### config.mk
export PLATFORM = sky130hd
export DESIGN_NAME = pair_adder_ctrl
export DESIGN_NICKNAME = d
export VERILOG_FILES = /design/src/rtl/pair_adder_ctrl_pkg.sv /design/src/rtl/adder5.sv /design/src/rtl/sum_fifo2.sv /design/src/rtl/pair_adder_ctrl.sv
export SDC_FILE = /design/constraint.sdc
export NUM_CORES = 1
export LEC_CHECK = 0
export CAP_MARGIN = 40
export CELL_PAD_IN_SITES_DETAIL_PLACEMENT = 0
export CELL_PAD_IN_SITES_GLOBAL_PLACEMENT = 1
export CORE_ASPECT_RATIO = 1.75
export CORE_UTILIZATION = 43
export DETAILED_ROUTE_END_ITERATION = 12
export GPL_TIMING_DRIVEN = 0
export PLACE_DENSITY_LB_ADDON = 0.1
export SYNTH_ARGS = -nofsm -noshare
export SYNTH_HDL_FRONTEND = slang
export SYNTH_SLANG_ARGS = --single-unit
### constraint.sdc
create_clock -name clk -period 5.95 [get_ports clk]
set_input_delay 1.19 -clock clk [delete_from_list [all_inputs] [get_ports clk]]
set_output_delay 1.19 -clock clk [all_outputs]
set_load 0.02 [all_outputs]
### src/rtl/pair_adder_ctrl_pkg.sv
// Shared widths and FSM encoding for the pair adder controller.
package pair_adder_ctrl_pkg;

  localparam int unsigned OpW  = 5;
  localparam int unsigned SumW = 6;

  typedef enum logic [0:0] {
    StEmpty = 1'b0,
    StHoldA = 1'b1
  } state_e;

endpackage

### src/rtl/adder5.sv
// 5-bit unsigned ripple-carry adder; the carry out becomes sum bit 5.
module adder5
  import pair_adder_ctrl_pkg::*;
(
  input  logic [OpW-1:0]  a_i,
  input  logic [OpW-1:0]  b_i,
  output logic [SumW-1:0] sum_o
);

  logic [OpW:0] carry;

  assign carry[0] = 1'b0;

  for (genvar i = 0; i < OpW; i++) begin : g_fa
    assign sum_o[i]   = a_i[i] ^ b_i[i] ^ carry[i];
    assign carry[i+1] = (a_i[i] & b_i[i]) | (carry[i] & (a_i[i] ^ b_i[i]));
  end

  assign sum_o[SumW-1] = carry[OpW];

endmodule

### src/rtl/sum_fifo2.sv
// Two-entry synchronous queue for sums; head reads as zero when empty.
module sum_fifo2
  import pair_adder_ctrl_pkg::*;
#(
  parameter int unsigned Width = SumW
) (
  input  logic             clk_i,
  input  logic             rst_i,
  input  logic             push_i,
  input  logic [Width-1:0] push_data_i,
  input  logic             pop_i,
  output logic [Width-1:0] head_o,
  output logic [1:0]       count_o
);

  logic [Width-1:0] mem_q [2];
  logic             rd_ptr_q;
  logic [1:0]       count_q, count_d;
  logic             wr_ptr;
  logic             do_push, do_pop;

  assign do_pop  = pop_i && (count_q != 2'd0);
  // A push into a full queue is only legal when the head leaves in the same cycle.
  assign do_push = push_i && ((count_q != 2'd2) || do_pop);
  assign wr_ptr  = rd_ptr_q ^ count_q[0];

  always_comb begin
    count_d = count_q;
    unique case ({do_push, do_pop})
      2'b10:   count_d = count_q + 2'd1;
      2'b01:   count_d = count_q - 2'd1;
      default: count_d = count_q;
    endcase
  end

  always_ff @(posedge clk_i or posedge rst_i) begin
    if (rst_i) begin
      mem_q[0] <= '0;
      mem_q[1] <= '0;
      rd_ptr_q <= 1'b0;
      count_q  <= 2'd0;
    end else begin
      if (do_push) begin
        mem_q[wr_ptr] <= push_data_i;
      end
      if (do_pop) begin
        rd_ptr_q <= ~rd_ptr_q;
      end
      count_q <= count_d;
    end
  end

  assign head_o  = (count_q != 2'd0) ? mem_q[rd_ptr_q] : '0;
  assign count_o = count_q;

endmodule

### src/rtl/pair_adder_ctrl.sv
// Pairs consecutive stream operands, sums them with adder5 and buffers results
// in a two-entry output queue.
module pair_adder_ctrl
  import pair_adder_ctrl_pkg::*;
#(
  parameter int unsigned DEPTH = 2,
  parameter int unsigned CNT_W = 8
) (
  input  logic             clk,
  input  logic             rst,
  input  logic [OpW-1:0]   in_data,
  input  logic             in_valid,
  output logic             in_ready,
  input  logic             flush,
  output logic [SumW-1:0]  out_sum,
  output logic             out_valid,
  input  logic             out_ready,
  output logic [CNT_W-1:0] pair_count,
  output logic             busy
);

  localparam logic [1:0] FullCnt = 2'(DEPTH);

  state_e           state_q;
  logic [OpW-1:0]   a_q;
  logic [CNT_W-1:0] pair_count_q;
  logic [1:0]       count;
  logic             in_hs, pair_push, flush_act, push, pop;
  logic [OpW-1:0]   b_op;
  logic [SumW-1:0]  sum;

  assign in_ready  = (state_q == StEmpty) || (count != FullCnt);
  assign in_hs     = in_valid && in_ready;
  assign pair_push = in_hs && (state_q == StHoldA);
  // An input handshake always wins over a simultaneous flush.
  assign flush_act = flush && (state_q == StHoldA) && (count != FullCnt) && !in_hs;
  assign push      = pair_push || flush_act;
  assign b_op      = pair_push ? in_data : '0;

  adder5 u_adder5 (
    .a_i   (a_q),
    .b_i   (b_op),
    .sum_o (sum)
  );

  always_ff @(posedge clk or posedge rst) begin
    if (rst) begin
      state_q      <= StEmpty;
      a_q          <= '0;
      pair_count_q <= '0;
    end else begin
      unique case (state_q)
        StEmpty: begin
          if (in_hs) begin
            a_q     <= in_data;
            state_q <= StHoldA;
          end
        end
        StHoldA: begin
          if (push) begin
            state_q <= StEmpty;
          end
        end
        default: state_q <= StEmpty;
      endcase
      if (push) begin
        pair_count_q <= pair_count_q + 1'b1;
      end
    end
  end

  assign pop = out_valid && out_ready;

  sum_fifo2 #(
    .Width (SumW)
  ) u_sum_fifo2 (
    .clk_i       (clk),
    .rst_i       (rst),
    .push_i      (push),
    .push_data_i (sum),
    .pop_i       (pop),
    .head_o      (out_sum),
    .count_o     (count)
  );

  assign out_valid  = (count != 2'd0);
  assign busy       = (state_q == StHoldA) || (count != 2'd0);
  assign pair_count = pair_count_q;

endmodule

==> qor.csv <==
metric,value,unit
synthesized flop and latch total,29,
crit path DAT,3900,ps
Max VDD drop,271.0,µV
Die X,46.15,µm
share of layout cells above drive strength 1,15.85,%
relative max-transition margin,63.95,%
WHS,474.2,ps
vias in the first global route,1046,
CTS tree,built,
Crit Path Max Fanout,5,
Ys Warns,0,
Iteration-0 DRC Markers,25,
GP Congestion,0.7572,
async set-reset flop share out of synthesis,100.0,%
"Top FF cell, synth",dfrtp_1,
Yosys cell types,31,
Post-synth EDFFs,0,
drt first pass iters,4,
"Slew Viols, Final",0,
largest area contributor in the netlist,dfrtp_1,
hold path endpoint,pair_count[7]$_DFFE_PP0P_,
Port Buffers,26,
"Worst Path Class, Setup",in -> reg,
mapped cell area,0.001466,mm²
placed instance count,199,
clock-pin slew on the worst setup and hold paths,60,ps
Post-CTS Setup Inserts,0,
Slew @ Worst Pin,538.7,ps
first-pass GRT wire length,4.830,mm
Mean Syn Cell Area,11.37,µm²
final global-route overflow total,0,
area added between synthesis and finish,28.92,%
hpwl dp,2.128,mm
r2r endpoint,u_sum_fifo2.mem_q[4]$_DFFE_PP0P_,
top cell type's share of synthesized area,49.49,%
Clk Tree Root Cell,clkbuf_8,
crit-path max cell delay,520,ps
R2R setup slack,2890,ps
Final #Nets,180,
All-Layer GR Usage,19.09,%
Via density,4.976,
detailed-route DRC error count,0,
synth top area cells,"dfrtp_1 (49%), fa_1 (5.5%), mux2_2 (5.4%)",
Critical Path Start Type,primary input,
"Top cell by count, worst path",fa_1,
CTS Buf Count,5,
WP data required,6100,ps
initial antenna violation count,0,
max-cap check violation count,0,
RSZ-0062 raised after global routing,no,
area post-placement,0.001808,mm²
core area,0.003209,mm²
Crit-path slowest cell,clkdlybuf4s50_1,
HP Start,pair_count[7]$_DFFE_PP0P_,
static leakage,0.8229,nW
clock skew,2.460,ps
CTS H-tree lvls,2,
final instance area,0.001891,mm²
synth cell count leaders,"dfrtp_1 (29), nor2_1 (14), nand2_1 (13), inv_1 (8), xnor2_1 (8)",
crit path cell chain,"clkdlybuf4s50_1, nand2_1, nor2_1, and2_1, ha_1, inv_1, fa_1, inv_1, fa_1, fa_1, inv_1, fa_1, o21ai_0",
Synth Net Count,146,
Sink Count,29,
final cell count without fillers,207,
Die ar.,0.003657,mm²
Critical R2R Launch,u_sum_fifo2.count_o[0]$_DFFE_PP0P_,
cts hold-fix bufs,0,
Final period util,63.00,%
min-delay worst type,reg -> reg,
Post-DRT Antenna Nets,0,
vias,1030,
Rows,27,
"CP delay by family, top",adder cells,
Fmax,266.8,MHz
Setup Total Neg Slack,0,ps
Initial Utilization,45.69,%
post_cts resized,0,
WHS Path Cells,1,
WP buf/inv,4,
WL final,2.870,mm
Crit. End Element,register,
PwrDens,580.8,mW/mm²
worst skew pair latency,280,ps
Clock Path Buffers,2,
"count leader, synth",dfrtp_1,
Boundary Pins,27,
largest net degree at the start of global routing,23,
Gate Count Post-Synth,129,
worst-case reg-to-reg path depth,13,
Final Hold Viols,0,
fin crit period,3748,ps
"Seq/Total Area, Yosys",49.49,%
Routed wire per std cell,13.86,µm
status,"finished, final reports clean",
final setup fails,0,
Die Ht,79.25,µm
diode count,0,
-- power by group --
part	leakage, nW	switching [mW]	total [mW]	internal, mW
sequential	0.353	0.0687	0.360	0.292
combinational	0.425	0.292	0.583	0.291
clock	0.0450	0.0736	0.154	0.0808
total	0.823	0.434	1.10	0.664
-- worst max-delay path by stage --
stage | slack, ps | start | cells after the start | end
global route | 2040 | in_valid | 13 | u_sum_fifo2.mem_q[4]$_DFFE_PP0P_
detailed placement | 1880 | in_valid | 13 | u_sum_fifo2.mem_q[4]$_DFFE_PP0P_
global placement | 1930 | in_valid | 13 | u_sum_fifo2.mem_q[4]$_DFFE_PP0P_
floorplan | 2670 | in_valid | 12 | u_sum_fifo2.mem_q[4]$_DFFE_PP0P_
finish | 2200 | in_valid | 13 | u_sum_fifo2.mem_q[4]$_DFFE_PP0P_
CTS | 2190 | in_valid | 13 | u_sum_fifo2.mem_q[4]$_DFFE_PP0P_
-- kinds of logic after synthesis --
logic type | after synthesis | synth area share [%]
xor+xnor | 11 | 6.570
simple gates | 44 | 14.85
fa+ha+maj | 7 | 8.021
flops | 29 | 49.49
compound gates | 11 | 4.948
buf+inv | 11 | 3.584
mux | 16 | 12.54
-- per-layer routing --
metal	global-route usage [%]	vias up	share of wire, %
met1	20.86	503	39
met4	9.706	0	2.7
met5	0	-	0
met3	6.364	8	4.4
li1	-	491	-
met2	31.27	28	53
-- sequential cells by signal (all words and copies together), names as in the netlist --
register	count
u_sum_fifo2.mem_q	12
state_q	1
u_sum_fifo2.rd_ptr_q	1
a_q	5
pair_count	8
u_sum_fifo2.count_o	2
-- per-stage QoR --
stage / utilization [%] / worst slack (ps) / power, mW
detailed placement: 56.34 / 1877 / 0.9559
global placement: 55.48 / 1933 / 0.9227
finish: 58.91 / 2202 / 1.098
floorplan: - / 2668 / 0.7458
CTS: 58.91 / 2186 / 1.115
global route: 58.91 / 2035 / 1.182
-- cells in the final DEF (no fill, tap or decap), types with 2 or more instances in the layout --
master	instances
nand3_1	2
fa_1	4
nand2_1	13
nor2_1	14
ha_1	3
nor2b_1	2
xnor2_1	8
clkbuf_8	5
and2_1	3
mux2i_1	6
mux2_4	3
clkbuf_1	2
nand4_1	2
dfrtp_1	29
a21oi_1	3
clkdlybuf4s50_1	26
mux2_2	7
inv_1	8
o21ai_0	5
xor2_1	3
clkinv_2	2
-- layout make-up --
class                      count  area [µm²]
fill                         305        1319
sequential                    29       725.7
multi-input combinational     89       688.2
timing repair buffer          27       287.8
clock buffer                   6       72.57
tap                           43       53.80
inverter                       8       30.03
buffer                         3       22.52
clock inverter                 2       10.01
Note: power is estimated with default switching activity, not from simulation.
